## src/rtl/dmem_access_pkg.sv

```systemverilog
`default_nettype none
//==============================================================================
// Module : dmem_access_pkg
// Brief  : Shared access-width encoding, FSM states and helpers for dmem_access.
// Rev    : 1.0 - initial release
//==============================================================================
package dmem_access_pkg;

    // Same width encoding the store byte-enable generator uses.
    localparam logic [1:0] ACC_WORD = 2'd0;
    localparam logic [1:0] ACC_HALF = 2'd1;
    localparam logic [1:0] ACC_BYTE = 2'd2;
    localparam logic [1:0] ACC_ILL  = 2'd3;

    typedef enum logic [1:0] {
        ST_IDLE = 2'd0,
        ST_REQ  = 2'd1,
        ST_RESP = 2'd2
    } state_t;

    function automatic logic [31:0] replicate_wdata(input logic [1:0]  width,
                                                    input logic [31:0] wdata);
        logic [31:0] rep;
        case (width)
            ACC_HALF: rep = {2{wdata[15:0]}};
            ACC_BYTE: rep = {4{wdata[7:0]}};
            default:  rep = wdata;
        endcase
        return rep;
    endfunction

    function automatic logic is_illegal(input logic [1:0] width,
                                        input logic [1:0] addr_lo,
                                        input logic       ld,
                                        input logic       st);
        logic bad;
        bad = ld && st;
        case (width)
            ACC_WORD: bad = bad || (addr_lo != 2'b00);
            ACC_HALF: bad = bad || addr_lo[0];
            ACC_BYTE: bad = bad;
            default:  bad = 1'b1;
        endcase
        return bad;
    endfunction

endpackage
`default_nettype wire

```

## src/rtl/dmem_access_load_extend.sv

```systemverilog
`default_nettype none
//==============================================================================
// Module : dmem_access_load_extend
// Brief  : Combinational lane select and sign/zero extension of a loaded word.
// Rev    : 1.0 - initial release
//==============================================================================
module dmem_access_load_extend
    import dmem_access_pkg::*;
(
    input  logic [31:0] rdata,
    input  logic [1:0]  addr_lo,
    input  logic [1:0]  width,
    input  logic        sign,
    output logic [31:0] result
);

    logic [7:0]  w_byte;
    logic [15:0] w_half;

    always_comb begin
        w_byte = rdata[7:0];
        case (addr_lo)
            2'd0: w_byte = rdata[7:0];
            2'd1: w_byte = rdata[15:8];
            2'd2: w_byte = rdata[23:16];
            2'd3: w_byte = rdata[31:24];
            default: w_byte = rdata[7:0];
        endcase

        // Halves are only ever legal at offset 0 or 2.
        w_half = addr_lo[1] ? rdata[31:16] : rdata[15:0];

        case (width)
            ACC_BYTE: result = {{24{sign & w_byte[7]}}, w_byte};
            ACC_HALF: result = {{16{sign & w_half[15]}}, w_half};
            default:  result = rdata;
        endcase
    end

endmodule
`default_nettype wire

```

## src/rtl/dmem_access.sv

```systemverilog
`default_nettype none
//==============================================================================
// Module : dmem_access
// Brief  : MEM-stage data-memory access unit with single-outstanding req/ack port.
// Rev    : 1.0 - initial release
//==============================================================================
module dmem_access
    import dmem_access_pkg::*;
#(
    parameter int ADDR_W      = 32,
    parameter bit ZERO_ON_EXC = 1'b1
) (
    input  logic              clk,
    input  logic              rst_n,
    input  logic              in_valid,
    output logic              in_ready,
    input  logic              is_load,
    input  logic              is_store,
    input  logic [1:0]        store_type,
    input  logic              load_sign,
    input  logic [ADDR_W-1:0] addr,
    input  logic [31:0]       wdata,
    input  logic [3:0]        be,
    output logic              mem_req,
    output logic              mem_we,
    output logic [ADDR_W-3:0] mem_addr,
    output logic [3:0]        mem_be,
    output logic [31:0]       mem_wdata,
    input  logic              mem_ack,
    input  logic [31:0]       mem_rdata,
    output logic              out_valid,
    output logic [31:0]       out_rdata,
    output logic              access_exc
);

    state_t            r_state;
    state_t            w_state_nxt;

    logic              r_is_load;
    logic [1:0]        r_width;
    logic              r_sign;
    logic [1:0]        r_addr_lo;

    logic              r_mem_req;
    logic              r_mem_we;
    logic [ADDR_W-3:0] r_mem_addr;
    logic [3:0]        r_mem_be;
    logic [31:0]       r_mem_wdata;
    logic              r_out_valid;
    logic [31:0]       r_out_rdata;
    logic              r_access_exc;

    logic              w_accept;
    logic              w_illegal;
    logic              w_noop;
    logic              w_ack;
    logic [31:0]       w_load_data;

    assign w_accept  = (r_state == ST_IDLE) && in_valid;
    assign w_illegal = is_illegal(store_type, addr[1:0], is_load, is_store);
    assign w_noop    = !is_load && !is_store;
    assign w_ack     = (r_state == ST_REQ) && mem_ack;

    assign in_ready   = (r_state == ST_IDLE);
    assign mem_req    = r_mem_req;
    assign mem_we     = r_mem_we;
    assign mem_addr   = r_mem_addr;
    assign mem_be     = r_mem_be;
    assign mem_wdata  = r_mem_wdata;
    assign out_valid  = r_out_valid;
    assign out_rdata  = r_out_rdata;
    assign access_exc = r_access_exc;

    always_ff @(posedge clk or negedge rst_n) begin
        if (!rst_n) begin
            r_state <= ST_IDLE;
        end else begin
            r_state <= w_state_nxt;
        end
    end

    always_comb begin
        w_state_nxt = r_state;
        case (r_state)
            ST_IDLE: begin
                if (w_accept) begin
                    w_state_nxt = (w_illegal || w_noop) ? ST_RESP : ST_REQ;
                end
            end
            ST_REQ: begin
                if (mem_ack) begin
                    w_state_nxt = ST_RESP;
                end
            end
            ST_RESP: w_state_nxt = ST_IDLE;
            default: w_state_nxt = ST_IDLE;
        endcase
    end

    dmem_access_load_extend u_load_extend (
        .rdata   (mem_rdata),
        .addr_lo (r_addr_lo),
        .width   (r_width),
        .sign    (r_sign),
        .result  (w_load_data)
    );

    // out_valid/access_exc are set on the transition into RESP, so they are
    // high for exactly the one cycle spent in RESP.
    always_ff @(posedge clk or negedge rst_n) begin
        if (!rst_n) begin
            r_is_load    <= 1'b0;
            r_width      <= ACC_WORD;
            r_sign       <= 1'b0;
            r_addr_lo    <= 2'b00;
            r_mem_req    <= 1'b0;
            r_mem_we     <= 1'b0;
            r_mem_addr   <= '0;
            r_mem_be     <= 4'b0000;
            r_mem_wdata  <= 32'h0;
            r_out_valid  <= 1'b0;
            r_out_rdata  <= 32'h0;
            r_access_exc <= 1'b0;
        end else begin
            r_out_valid  <= 1'b0;
            r_access_exc <= 1'b0;

            if (w_accept) begin
                r_is_load <= is_load;
                r_width   <= store_type;
                r_sign    <= load_sign;
                r_addr_lo <= addr[1:0];
                if (w_illegal) begin
                    r_out_valid  <= 1'b1;
                    r_access_exc <= 1'b1;
                    if (ZERO_ON_EXC) begin
                        r_out_rdata <= 32'h0;
                    end
                end else if (w_noop) begin
                    r_out_valid <= 1'b1;
                    r_out_rdata <= 32'h0;
                end else begin
                    // The be input is trusted only once the access is known legal.
                    r_mem_req   <= 1'b1;
                    r_mem_we    <= is_store;
                    r_mem_addr  <= addr[ADDR_W-1:2];
                    r_mem_be    <= is_store ? be : 4'b1111;
                    r_mem_wdata <= is_store ? replicate_wdata(store_type, wdata) : 32'h0;
                end
            end

            if (w_ack) begin
                r_mem_req   <= 1'b0;
                r_mem_we    <= 1'b0;
                r_mem_be    <= 4'b0000;
                r_out_valid <= 1'b1;
                r_out_rdata <= r_is_load ? w_load_data : 32'h0;
            end
        end
    end

endmodule
`default_nettype wire
```

## config.mk

```make
export PLATFORM = sky130hd
export DESIGN_NAME = dmem_access
export DESIGN_NICKNAME = d
export VERILOG_FILES = /design/src/rtl/dmem_access_pkg.sv /design/src/rtl/dmem_access_load_extend.sv /design/src/rtl/dmem_access.sv
export SDC_FILE = /design/constraint.sdc
export NUM_CORES = 1
export LEC_CHECK = 0
export ABC_AREA = 1
export CORE_ASPECT_RATIO = 1.5
export CORE_MARGIN = 1.5
export CORE_UTILIZATION = 48
export DETAILED_ROUTE_END_ITERATION = 10
export PLACE_DENSITY = 0.86
export SLEW_MARGIN = 5
export SYNTH_ARGS = -nofsm -noshare
export SYNTH_HDL_FRONTEND = slang
export SYNTH_SLANG_ARGS = --single-unit
```

## constraint.sdc

```tcl
create_clock -name clk -period 5.43 [get_ports clk]
set_clock_uncertainty 0.05 [all_clocks]
set_input_delay 1.086 -clock clk [delete_from_list [all_inputs] [get_ports clk]]
set_output_delay 1.086 -clock clk [all_outputs]
set_load 0.1 [all_outputs]
```

Yosys cells after proc, flatten, opt, wreduce, memory -nomap -nowiden

Index checks and enable logic that the tools add are counted.

Word-level logic and storage cells: 82
Memories kept: 0
Latch bits: 0
ROM bits: 0
Memory bits (writable): 0
Register bits: 110
Bits of input ports: 109
Output and inout port bits: 103

Add/subtract/negate cells: 0
Reductions and logical operators: 19
Div/mod/pow operators: 0
$lt $le $gt $ge: 0
Multipliers: 0
Shift-type cells: 0
Multiplexer cells: 34
Bitwise logic cells: 4
Eq/ne operators: 12

Operators with widths:

| cell                                                                     | count |
|---|---|
| 32-bit two-way mux                                                       | 6 |
| 32-bit one-hot mux with 2 select lines                                   | 2 |
| 8-bit one-hot mux with 4 select lines                                    | 1 |
| 4-bit two-way mux                                                        | 5 |
| 16-bit two-way mux                                                       | 1 |
| 1-bit two-way mux                                                        | 14 |
| 2-bit by 1-bit == test with 1-bit output (second input constant)         | 4 |
| 2-bit == test (second input constant)                                    | 4 |
| 2-bit logical NOT                                                        | 3 |
| 2-bit two-way mux                                                        | 3 |
| 2-bit by 1-bit inequality test with 1-bit output (second input constant) | 3 |
| 3-bit AND reduction                                                      | 2 |
| 1-bit logical AND                                                        | 4 |
| 2-bit one-hot mux with 2 select lines                                    | 1 |
| 2-bit AND reduction                                                      | 2 |
| 2-bit nonzero test                                                       | 2 |
| 1-bit logical OR                                                         | 3 |
| 1-bit one-hot mux with 3 select lines                                    | 1 |
| 3-bit nonzero test                                                       | 1 |
| 1-bit AND                                                                | 2 |
| 1-bit logical NOT                                                        | 2 |
| 2-bit inequality test (second input constant)                            | 1 |
| 1-bit NOT                                                                | 2 |

Longest topological paths before layout

Gate-level depths: netlist of the first run.

Depth in word-level cells: 7
Gate-level depth with buffers: 13
Mapped depth without buffers: 11

Hierarchy

A second synthesis of the first run with hierarchy kept.

Cells, all modules: 749
Area, all modules: 5,728.0 um^2

By module, submodules not included:

| module                  | area an instance (um^2) | cells an instance | instances | sequential area each (um^2) |
|---|---|---|---|---|
| dmem_access             | 4,824.6                 | 552               | 1         | 2,752.6 |
| dmem_access_load_extend | 903.4                   | 197               | 1         | 0.0 |

Worst setup path before layout of the first run

Ideal clock, no wire load.

Kind: reg-to-reg
From: register r_state[0]
To: register r_out_rdata[24], in the netlist out_rdata[24]
Clock period less this slack: 2,851 ps
Path buffers: 1
Library setup time: 121 ps
Data arrival time: 2,681 ps
Required time: 5,259 ps
Slack: 2,579 ps
Stages on the path, launching flop included: 8
Cells stage by stage: dfrtp_1 > nor2_1 > nand2_1 > inv_1 > nand2_1 > buf_2 > nand3_1 > nand2_1

Longest elaborated chain between the ends: 4
Elaborated cells between the ends (all ways): 8
Those cells by class: eq/ne (1); mux (1); reduce/logical (6)

RTL lines:

| item                          | RTL line           | source |
|---|---|---|
| start: declaration            | dmem_access.sv:36  | `state_t r_state;` |
| start signal: assignment      | dmem_access.sv:78  | `r_state <= w_state_nxt;` |
| 2-bit logical NOT             | -                  |  |
| named net in_ready            | dmem_access.sv:16  | `output logic in_ready,` |
| 1-bit logical AND             | dmem_access.sv:59  | `assign w_accept = (r_state == ST_IDLE) && in_valid;` |
| 2-bit nonzero test (no line)  | -                  |  |
| 2-bit AND reduction (no line) | -                  |  |
| end signal: assignment        | dmem_access.sv:157 | `r_out_rdata <= r_is_load ? w_load_data : 32'h0;` |
| end: declaration              | dmem_access.sv:50  | `logic [31:0] r_out_rdata;` |

The timed path passes the listed nets, and every way through them passes these cells.
A chain may end at the register's enable or synchronous reset.

Worst setup path after layout of the first run

From: input store_type[1]
To: register r_out_rdata[10], in the netlist out_rdata[10]

Longest elaborated chain between the ends: 5
Elaborated cells between the ends (all ways): 9
Those cells by class: eq/ne (2); mux (4); reduce/logical (3)

RTL lines:

| item                                        | RTL line              | source |
|---|---|---|
| start: declaration                          | dmem_access.sv:19     | `input logic [1:0] store_type,` |
| 2-bit == test, or another cell as far along | dmem_access_pkg.sv:38 | `case (width)` |
| 1-bit one-hot mux with 3 select lines (*)   | dmem_access_pkg.sv:38 |  |
| 32-bit two-way mux                          | dmem_access.sv:133    | `if (w_illegal) begin` |
| 32-bit two-way mux                          | dmem_access.sv:128    | `if (w_accept) begin` |
| 32-bit two-way mux                          | dmem_access.sv:152    | `if (w_ack) begin` |

Mark *: on every way between the ends. The rest lies on a longest branch, timed or not. The select of a mux whose other input is x is not followed.

==> metrics list, run 1 <==
- Cells after Synth: 778
- Of the post-synthesis cell area, the dominant cell type holds 49.0%.
- Cell internal power was estimated by the tool at 0.00204 W.
- Unrepaired setup endpoints after global routing: false
- In the final timing run, aggregate negative setup slack is 0 ps.
* Worst Setup EP: out_rdata[10]
- Counting the buffers created by CTS gives 9.
* Global placer's final weighted congestion: 0.863
* Count of H-tree levels built during CTS: 3
* Chain of cells forming the critical path: clkdlybuf4s50_1 > inv_1 > ha_1 > or2_2 > nand2_1 > nand3_2 > nand2_1 > nand3_1 > nand2_1
* Sequential share of power: 25.6%
* Arr. time, crit path: 3750 ps
- Setup repair bufs after CTS: 0
* Type of origin of the critical path: input port
- Entering global routing, the biggest net connects 73 pins.
- Net switching is 56.9% of the power.
* Timing-limited maximum frequency: 284 MHz
- P per Cell Area: 591 nW/um^2
* First-pass detailed-route iteration total: 5
- TritonCTS built the clock tree.
* Post-placement cell area: 7720 sq um
- Summing over every cut layer, the via total after detailed routing is 5712.
* Relative area change from synthesis to final layout: 42.5%
* Port Buffer Count: 211
- Final cell utilization of the core: 69.8%
* Reported leakage power: 4.04 nW
* Worst r2r path cells: 7
- After clock tree synthesis, the flow added hold-fix buffers numbering 0.
- Worst vdd ir: 0.000502 V
* Netlist area before placement: 5620 sq um
* Capture point of the worst reg-to-reg path: out_rdata[21]
- The number of nets in the synthesized netlist is 893.
- Share of synthesized area occupied by flip-flops and latches: 49.0%
- For this design, the sink count on the clock tree is 110.
- Antenna Violating Nets Remaining: 0
- Worst endpoint required time: 5660 ps
- The critical path in this run is classified as in -> reg.
* Placeable core area: 11500 sq um
- Setup-violating endpoint count in the final report: 0
- In this run, distinct cell masters in the synthesized netlist total 21.
- DRC violation total after the first TritonRoute iteration: 247
* Global-route wire length before repair: 26.9 mm
* Chip Width: 91.3 microns
* Post-synth top area cell: sky130_fd_sc_hd__dfrtp_1
* Worst slew slack as a fraction of its limit: 24.0%
* Number of max-cap violations: 0
- Register bit count reported by yosys: 110
- Layout filler cell count: 957
- Total half-perimeter wirelength after legalization and detailed placement: 11.9 mm
* Slowest Stage Delay on Critical Path: 840 ps
* Final period demand of the worst path: 3530 ps
- STA classifies the critical path endpoint as a flip-flop.
- After detailed routing, the number of vias per cell comes to 5.13.
- On the critical path, the stage with the largest delay is an instance of sky130_fd_sc_hd__nand2_1.
- The later pin in the worst-skew pair is clocked with a latency of 350 ps.
- Leading cell types in the layout, fill and taps excluded: 341 x sky130_fd_sc_hd__nand2_1, 210 x sky130_fd_sc_hd__clkdlybuf4s50_1, 110 x sky130_fd_sc_hd__dfrtp_1
- Measured slew at the worst slew-check pin: 1140 ps
- In this run the core area contains 48 standard-cell rows.
- Relative contribution of combinational cells to total power: 60.5%
* Crit path launch: store_type[1]
- Root buf cell: sky130_fd_sc_hd__clkbuf_16
- Number of instances resized during post-cts repair: 0
- Boundary Pins: 212
- After routing the design area is 8010 sq um.
- Average routed wire per standard cell: 15.0 microns
- By area the synthesized netlist is led by sky130_fd_sc_hd__dfrtp_1 49%, sky130_fd_sc_hd__nand2_1 23%, sky130_fd_sc_hd__nand3_1 6.0%.
- The die covers 12400 sq um.
* Number of pins with negative max-slew slack in the final report: 0
- Clock transition at the registers of the reported paths: 70 ps
- After detailed routing, the number of remaining DRC violations is 0.
- The flow ran to the end, and the final reports show no timing, DRC or antenna violations.
- Average size of a mapped cell: 7.22 sq um
* Worst-case clock buffer depth: 2
- Along the worst path, the maximum fanout reaches 34.
- Wirelength, routed: 16.7 mm
* Total Routing Usage GR: 27.6%
- N_diodes: 0
* Nets: 1075
* R2R Setup Slk: 2520 ps
- Initial Util: 49.0%
- The die is 136 microns tall.
- Most prevalent standard cell on the critical path: sky130_fd_sc_hd__nand2_1
* Share of the clock period used by the worst path after layout: 65.0%
* Final Hold Fails: 0
- Via count of the first global-routing pass: 5590
* Fraction of final layout cells sized beyond drive strength 1: 3.11%
- The worst hold path belongs to the class reg -> reg.
* Switch Pwr: 0.00269 W
- The startpoint identified for the worst register-to-register timing path is r_width[0].
- After global routing the overflow that remains totals 0.
* Clock power share: 13.9%
- Synthesis Warnings: 0
- Leading cell type in the layout, fill and taps excluded: sky130_fd_sc_hd__nand2_1
- The initial antenna violation count was 0.
-- cells in the mapped netlist, drive strengths merged --
master  count
inv        42
buf        27
clkinv      2
ha          6
or2         2
o21ai      61
nand2     341
clkbuf     18
dfrtp     110
nand4       1
nor2       69
o21bai      1
nand3      70
a21oi      28
-- how the worst min path moves through the flow --
| stage | from | to | slack, ps | cells past startpoint |
|---|---|---|---|---|
| global placement | mem_addr[5] | mem_addr[5] | 400 | 2 |
| floorplan | r_is_load | r_is_load | 400 | 2 |
| CTS | mem_wdata[30] | mem_wdata[30] | 420 | 2 |
| detailed placement | mem_wdata[30] | mem_wdata[30] | 410 | 2 |
| finish | mem_wdata[30] | mem_wdata[30] | 420 | 2 |
| global route | mem_wdata[30] | mem_wdata[30] | 450 | 2 |
-- stage by stage --
| stage | instances | total power (W) | worst slack [ps] | hold WS (ps) |
|---|---|---|---|---|
| finish | 1114 | 0.00474 | 1900 | 420 |
| global route | 1114 | 0.00494 | 1690 | 447 |
| CTS | 1114 | 0.00475 | 1870 | 425 |
| detailed placement | 1099 | 0.00408 | 1510 | 408 |
| global placement | 1099 | 0.00406 | 1650 | 403 |
| floorplan | 778 | 0.00337 | 2580 | 403 |
-- registers in the layout, indices dropped and copies added (netlist names) --
| name | count |
|---|---|
| out_valid | 1 |
| mem_wdata | 32 |
| mem_we | 1 |
| out_rdata | 32 |
| r_is_load | 1 |
| mem_be | 4 |
| mem_addr | 30 |
| access_exc | 1 |
| mem_req | 1 |
| r_state | 2 |
| r_sign | 1 |
| r_addr_lo | 2 |
| r_width | 2 |
-- cell families (layout without fill, tap and decap cells) --
family	Yosys count	after routing	share of synthesized area (%)
AOI/OAI and AO/OA	90	90	8.06
adders and majority gates	6	6	1.34
buffers and inverters	89	275	7.10
DFF	110	110	49.0
and+or+nand+nor	483	483	34.5
-- power groups by stage --
stage                     clock (W)  combinational (W)  sequential, W
after detailed placement          0            0.00287        0.00122
after CTS                  0.000670            0.00287        0.00121
final                      0.000658            0.00287        0.00121
after global placement            0            0.00284        0.00121
after floorplan                   0           0.000583        0.00279
after global routing       0.000702            0.00300        0.00124
-- layer usage --
layer | routed length (microns) | up-vias | track usage [%]
li1 | - | 2794 | -
met1 | 6090 | 2607 | 31.3
met2 | 8500 | 270 | 47.4
met3 | 1440 | 41 | 8.19
met4 | 690 | 0 | 13.1
met5 | 0 | - | 0
-- cell type report --
type	instances	area, sq um	area share (%)
Inverter	44	165	2.06
Clock inverter	6	63.8	0.797
Tap cell	150	188	2.34
Clock buffer	9	225	2.81
Timing Repair Buffer	216	2150	26.8
Multi-Input combinational cell	579	2470	30.8
Sequential cell	110	2750	34.4
-- worst max-delay path, delay by kind of cell --
family	cells	cell delay (ps)
adder cells (fa/ha/maj)	1	340
buffers and inverters	2	590
AND/OR/NAND/NOR	6	1720
Power figures use the tool's default switching activity.
==> run 2, diff against run 1 <==
--- a/config.mk
+++ b/config.mk
@@ -8,9 +8,9 @@
 export ABC_AREA = 1
 export CORE_ASPECT_RATIO = 1.5
 export CORE_MARGIN = 1.5
-export CORE_UTILIZATION = 48
+export CORE_UTILIZATION = 40
 export DETAILED_ROUTE_END_ITERATION = 10
-export PLACE_DENSITY = 0.86
+export PLACE_DENSITY = 0.77
 export SLEW_MARGIN = 5
 export SYNTH_ARGS = -nofsm -noshare
 export SYNTH_HDL_FRONTEND = slang
==> constraint.sdc (replaced) <==
create_clock -name clk -period 2.9 [get_ports clk]
set_clock_uncertainty 0.05 [all_clocks]
set_input_delay 0.58 -clock clk [delete_from_list [all_inputs] [get_ports clk]]
set_output_delay 0.58 -clock clk [all_outputs]
set_load 0.1 [all_outputs]
==> run 2 against run 1 <==
Net effect:
- register-to-register slack worse by 1700 ps
- count of clock-buffer cells in the layout did not move
- setup slack worse by 1400 ps
- combinational power rose by 85%
- critical path depth up 2
- die area rose by 19%
- utilization shrank 12 points
- sequential share of layout area up 0.37 points
- largest power group unchanged
==> metrics list, run 2 (synthesized netlist as in run 1, its figures left out) <==
* Number of pins with negative max-slew slack in the final report: 0 (unchanged)
- Setup repair bufs after CTS: 0 (unchanged)
* Fin area: 7920 sq um (-1.1%)
- Worst slew slack as a fraction of its limit: 54.4% (+30 points)
* Root buf cell: sky130_fd_sc_hd__clkbuf_16
- The pin count of the biggest net entering global routing is 49 (-33%).
- Chip Width: 99.8 microns (+9.2%)
* Global placer's final weighted congestion: 0.895 (+3.8%)
- The post-detailed-route wirelength per cell is 15.0 microns (about the same).
* Worst setup slack after layout: 551 ps (-1350 ps)
- The maximum vdd drop is 0.000932 V (+86%).
- Setup-violating endpoint count in the final report: 0 (unchanged)
- The combined buffer and inverter count along the critical path was 4 (+2).
* Measured slew at the worst slew-check pin: 679 ps (-457 ps)
- Sequential standard cell area: 2750 sq um (unchanged)
- The number of failing hold endpoints at the final stage is 0 (unchanged).
- Global-route wire length before repair: 27.4 mm (+1.8%)
- The pre-CTS setup slack is 179 ps (-1330 ps).
* First-pass detailed-route iteration total: 5 (unchanged)
- The smallest clock period supported by the final layout is computed as 2350 ps.
- Leaving out fill and tap cells, the most frequent cell in the layout is sky130_fd_sc_hd__nand2_1.
- The required time at the endpoint of the critical path was 3100 ps (-2560 ps).
* Hold-fix buffers, CTS: 0 (unchanged)
- Reported leakage power: 4.30 nW (+6.3%)
- Sum of negative setup slack: 0 ps (unchanged)
* Relative area change from synthesis to final layout: 41.0%
- The filler cell count in the final layout came to 1280 (+34%).
- The number of levels the H-tree was split into is 3 (unchanged).
- The net total in the final layout is 1087 (+1.1%).
* Initial antenna violation count: 0 (unchanged)
* Port Buffer Count: 211 (unchanged)
* Via count of the first global-routing pass: 5607 (+0.30%)
* Timing-limited maximum frequency: 426 MHz
- TritonCTS built the clock tree.
- In this run the worst hold path is classified as in -> async.
* Total die area: 14800 sq um (+19%)
- The maximum buffer depth of the clock tree was 2 (unchanged).
* Unrepaired setup endpoints after global routing: false
- The global routing stage identified its most utilized layer as met2.
- Type of origin of the critical path: input port
- Total overflow reported by the global router: 0 (unchanged)
- The number of clock sinks came to 110 (unchanged).
* Number of instances resized during post-cts repair: 0 (unchanged)
* Fin cells: 1139 (+2.2%)
- The total routing resource utilization after global routing was 23.5% (-4.1 points).
- Cell type of the slowest stage on the worst timing path: sky130_fd_sc_hd__clkdlybuf4s50_1
- The clock transition time at the flip-flop clock pins of the worst setup and hold paths is 80 ps (about the same).
- The clock buffer count from CTS was 9 (unchanged).
- The detailed-route vias per instance is 4.97 (-3.0%).
* Total half-perimeter wirelength after legalization and detailed placement: 12.8 mm (+7.1%)
- Slowest Stage Delay on Critical Path: 500 ps (-340 ps)
- The power density over the cells is 1120 nW/um^2 (+89%).
* Endpoint type of the worst setup path: flip-flop
* Most prevalent standard cell on the critical path: sky130_fd_sc_hd__nand2_1
- In the layout the commonest cells are 341 x sky130_fd_sc_hd__nand2_1, 117 x sky130_fd_sc_hd__buf_4, 110 x sky130_fd_sc_hd__dfrtp_1.
- The fraction of layout cells with a size suffix above 1 came to 14.9% (+12 points).
- The final cell utilization of the core is 58.3% (-12 points).
- The clock insertion delay at the later pin of the skew report is 340 ps (about the same).
- Area of the multi-input gates: 2470 sq um (unchanged)
* N_diodes: 0 (unchanged)
* Wirelength, routed: 17.1 mm (+2.3%)
* Run status: finished, final reports clean
* DRC violation total after the first TritonRoute iteration: 201 (-19%)
- The final antenna-violating net count is 0 (unchanged).
- The instance area at placement is 7620 sq um (-1.3%).
- The met3 track demand over resource was 4.09% (-4.1 points).
- Chain of cells forming the critical path: clkdlybuf4s50_1 > inv_1 > ha_1 > or2_2 > nand2_1 > nand3_2 > nor2_4 > inv_2 > buf_12 > nand2_1 > nand2_1
- The height of the chip was 148 microns (+9.3%).
- Total number of vias: 5664 (-0.84%)
* Arr. time, crit path: 2540 ps (-1210 ps)
* Drc violations: 0 (unchanged)
- The met1 track demand over resource was 27.1% (-4.2 points).
- The number of top-level pins came to 212 (unchanged).
- Global Route met2 Usage: 41.6% (-5.8 points)
- Number of max-cap violations: 0 (unchanged)
- The critical path in this run is classified as in -> reg.
- The number of cells after detailed placement was 1123 (+2.2%).
- The initial standard-cell utilization of the core came to 41.3% (-7.7 points).
* CP top delay family: buffers and inverters
- The row count was 52 (+8.3%).
- Share of the clock period used by the worst path after layout: 81.0%
* Largest fanout of any net on the critical path: 39 (+15%)
- The total core area was 13600 sq um (+19%).
-- run 2: cell types whose count changed in the layout (fill, tap and decap cells not counted), sizes merged --
cell	before	now
inv	42	46
clkdlybuf4s50	210	107
clkinvlp	2	1
buf	6	121
clkinv	5	3
-- run 2: worst reg2reg max path, cell delays in order, from the launching register on --
cell and delay [ps]:
sky130_fd_sc_hd__dfrtp_1 380, sky130_fd_sc_hd__inv_1 60, sky130_fd_sc_hd__ha_1 300, sky130_fd_sc_hd__clkinv_1 550, sky130_fd_sc_hd__nand3_4 450, sky130_fd_sc_hd__nand2_1 150
sky130_fd_sc_hd__nand2_1 90
-- run 2: where the power goes --
group | switching [W] | internal [W]
clock network | 0.000605 | 0.000685
registers | 0.000274 | 0.00197
logic | 0.00422 | 0.00108
total | 0.00510 | 0.00374
-- run 2: layer usage --
layer  up-vias  share of wire, %
met5         -                 0
met4         0               4.1
met3        41               5.8
met2       220                52
met1      2583                38
li1       2820                 -
-- run 2: path summary, 6_finish.rpt --
kind                          startpoint            end  slack [ps]  cells after the start
max                        store_type[1]   mem_addr[14]         550                     11
min                                rst_n   out_rdata[4]         130                      1
max reg2reg                   r_width[0]  out_rdata[21]         810                      6
min reg2reg                  mem_addr[5]    mem_addr[5]         420                      2
max in group asynchronous          rst_n      mem_be[0]        1910                      2
min in group clk             mem_addr[5]    mem_addr[5]         420                      2
-- run 2: through the flow --
step	hold slack (ps)	power [W]
after floorplan	234	0.00632
after global placement	405	0.00755
after detailed placement	409	0.00759
after CTS	146	0.00889
after global routing	159	0.00923
final	129	0.00884
-- run 2: area by class of cell --
cell class | count | share of cell area (%)
repair buffers | 228 | 25.6
well taps | 162 | 2.56
multi-input cells | 579 | 31.1
clock inverters | 7 | 1.01
flip-flops and latches | 110 | 34.7
inverters | 44 | 2.08
clock buffers | 9 | 2.84
==> run 3, diff against run 2 <==
==> constraint.sdc (replaced) <==
create_clock -name clk -period 1.98 [get_ports clk]
set_clock_uncertainty 0.05 [all_clocks]
set_input_delay 0.396 -clock clk [delete_from_list [all_inputs] [get_ports clk]]
set_output_delay 0.396 -clock clk [all_outputs]
set_load 0.1 [all_outputs]
==> run 3 against run 2 <==
Net effect:
- clock power rose by 40%
- first-iteration DRC count did not move
- via count rose by 2.0%
- sequential share of layout area fell by 3.0 points
- total power rose by 54%
- critical path depth rose by 1
- worst hold slack improved by 240 ps
- count of clock-buffer cells in the layout did not move
- die area did not move
- largest power group unchanged
- register-to-register slack got worse by 620 ps
==> metrics list, run 3 (synthesized netlist as in run 1, its figures left out) <==
- The final antenna-violating net count was 0 (unchanged).
* Boundary Pins: 212 (unchanged)
* Initial Util: 41.3% (unchanged)
- Count of H-tree levels built during CTS: 3 (unchanged)
- The number of global-route vias before repair was 5883 (+4.9%).
- The min-delay analysis places its worst path in the category in -> async.
- Final Hold Fails: 0 (unchanged)
- The clock transition time at the flip-flop clock pins of the worst setup and hold paths came to 80 ps (about the same).
* Root buf cell: sky130_fd_sc_hd__clkbuf_16
* Worst slew slack as a fraction of its limit: 72.3% (+18 points)
- The worst reg2reg path depth was 8 (+2).
- DRC violation total after the first TritonRoute iteration: 201 (unchanged)
- The worst setup path is captured at a flip-flop.
- Reg-to-reg startpoint: r_width[0]
- Nets: 1116 (+2.7%)
* Fraction of final layout cells sized beyond drive strength 1: 17.8% (+2.8 points)
- Skew-Pair Late Insertion Delay: 350 ps (about the same)
* Clock tree from TritonCTS: done
* Type of origin of the critical path: input port
- R2R Setup Slk: 190 ps (-620 ps)
- The estimated wirelength of the detail-placed design was 12.9 mm (+0.95%).
- Setup-violating endpoint count in the final report: 0 (unchanged)
- The peak fanout along the critical path is 12 (-69%).
- Leaving out fill and tap cells, the most frequent cells in the layout are 339 x sky130_fd_sc_hd__nand2_1, 110 x sky130_fd_sc_hd__dfrtp_1, 106 x sky130_fd_sc_hd__buf_4.
- By startpoint and endpoint, the worst setup path is classified as in -> reg.
- The sequential group share of total power was 25.0% (-0.4 points).
- Hold WS: 373 ps (+244 ps)
- The number of max-slew violations in the final report was 0 (unchanged).
* Switch Pwr: 0.00765 W (+50%)
- The detailed-route via count is 5777 (+2.0%).
- Worst endpoint required time: 2170 ps (-930 ps)
- Measured slew at the worst slew-check pin: 416 ps (-263 ps)
- Run status: finished, final reports clean
- The remaining global-route overflow came to 0 (unchanged).
- P per Cell Area: 1570 nW/um^2 (+40%)
- The height of the chip is 148 microns (unchanged).
- The endpoint identified for the worst register-to-register timing path is out_rdata[8].
* Global-route wire length before repair: 28.9 mm (+5.5%)
- The most critical setup path has its startpoint at store_type[1].
- Of the available clock period, the critical path in the final layout requires 92.5%.
- The switching part of the total power is 56.3% (-1.4 points).
* First-pass detailed-route iteration total: 4 (-1)
- The number of maximum-capacitance constraint violations came to 0 (unchanged).
* Fin cells: 1168 (+2.5%)
* Global placer's final weighted congestion: 0.919 (+2.7%)
- Average routed wire per standard cell: 15.4 microns (+2.3%)
- The number of clock sinks is 110 (unchanged).
* Timing-limited maximum frequency: 546 MHz
- The internal power summed over all cells came to 0.00593 W (+59%).
- Relative area change from synthesis to final layout: 54.3%
- The maximum vdd drop came to 0.00110 V (+18%).
- Worst-case clock buffer depth: 2 (unchanged)
- Site row count: 52 (unchanged)
- The total routing resource utilization after global routing came to 25.0% (+1.5 points).
- The data arrival time of the critical path was 2020 ps (-520 ps).
- The area of the die is 14800 sq um (unchanged).
- The clock buffer count from CTS was 9 (unchanged).
* Largest net degree at the start of global routing: 55 (+12%)
- Unrepaired setup endpoints after global routing: false
* Relative contribution of combinational cells to total power: 61.7% (+1.7 points)
- The leakage dissipation is 4.60 nW (+7.1%).
* Clock power share: 13.3% (-1.3 points)
- Drc violations: 0 (unchanged)
* N_diodes: 0 (unchanged)
- Subtracting the final worst setup slack from the clock period gives 1830 ps.
- The die width is 99.8 microns (unchanged).
- Initial antenna violation count: 0 (unchanged)
- The library cell used most frequently in the layout, excluding fill and tap cells, is sky130_fd_sc_hd__nand2_1.
- The count of port buffers added during placement is 211 (unchanged).
- The number of cells after detailed placement is 1141 (+1.6%).
- Wirelength, routed: 17.9 mm (+4.9%)
- Placeable core area: 13600 sq um (unchanged)
* Via density per instance: 4.95 (-0.54%)
run 3: cell type report:
type	count	area [sq um]
Clock buffer	9	225
Clock inverter	7	77.6
Fill cell	1188	4930
Inverter	44	171
Multi-Input combinational cell	579	2480
Sequential cell	110	2750
Tap cell	162	203
Timing Repair Buffer	257	2760
run 3: repair_timing:
action / CTS / global route
pin swaps: 1 / 1
cloned: 5 / 0
buffers inserted: 4 / 1
hold buffers: 1 / 0
gates resized for setup: 14 / 3
hold endpoints to repair: 10 / 0
endpoints found under the setup margin: 96 / 39
run 3: how the worst max path moves through the flow:
stage	endpoint	slack, ps	cells past startpoint
6_report	mem_wdata[7]	150	12
5_1_grt	mem_wdata[26]	9	14
4_1_cts	out_rdata[8]	50	8
3_5_place_dp	out_rdata[21]	-430	11
3_3_place_gp	mem_wdata[18]	-370	10
2_1_floorplan	out_rdata[24]	70	7
run 3: metal layers:
metal	share of wire [%]	vias to the layer above	GRT usage [%]
met2	53	204	45.3
met3	6.6	37	5.45
met4	3.4	0	10.9
li1	-	2878	-
met5	0	-	0
met1	37	2658	27.8
run 3: power by group through the flow:
stage | logic (W) | clock network (W) | registers [W]
floorplan | 0.00160 | 0 | 0.00766
global placement | 0.00820 | 0 | 0.00341
detailed placement | 0.00828 | 0 | 0.00342
CTS | 0.00840 | 0.00185 | 0.00339
global route | 0.00877 | 0.00194 | 0.00348
finish | 0.00837 | 0.00181 | 0.00340
run 3: metrics by stage:
stage / util [%] / instance area (sq um) / worst slack, ps / setup TNS, ps / power [W]
2_1_floorplan: - / 5630 / 74.3 / 0 / 0.00926
3_3_place_gp: 59.9 / 8150 / -369 / -35870 / 0.0116
3_5_place_dp: 59.9 / 8150 / -430 / -40040 / 0.0117
4_1_cts: 63.6 / 8650 / 50.5 / 0 / 0.0136
5_1_grt: 63.8 / 8670 / 9.30 / 0 / 0.0142
6_report: 63.8 / 8670 / 149 / 0 / 0.0136
run 3: worst max-delay path, stage by stage:
cell and delay (ps):
sky130_fd_sc_hd__dlygate4sd2_1 240, sky130_fd_sc_hd__inv_2 60, sky130_fd_sc_hd__ha_1 190, sky130_fd_sc_hd__or2_2 280, sky130_fd_sc_hd__nand2_2 80, sky130_fd_sc_hd__nand3_2 90, sky130_fd_sc_hd__nor2_4 100, sky130_fd_sc_hd__buf_4 130
sky130_fd_sc_hd__inv_4 60, sky130_fd_sc_hd__bufbuf_16 280, sky130_fd_sc_hd__nand2_1 60, sky130_fd_sc_hd__nand2_1 40
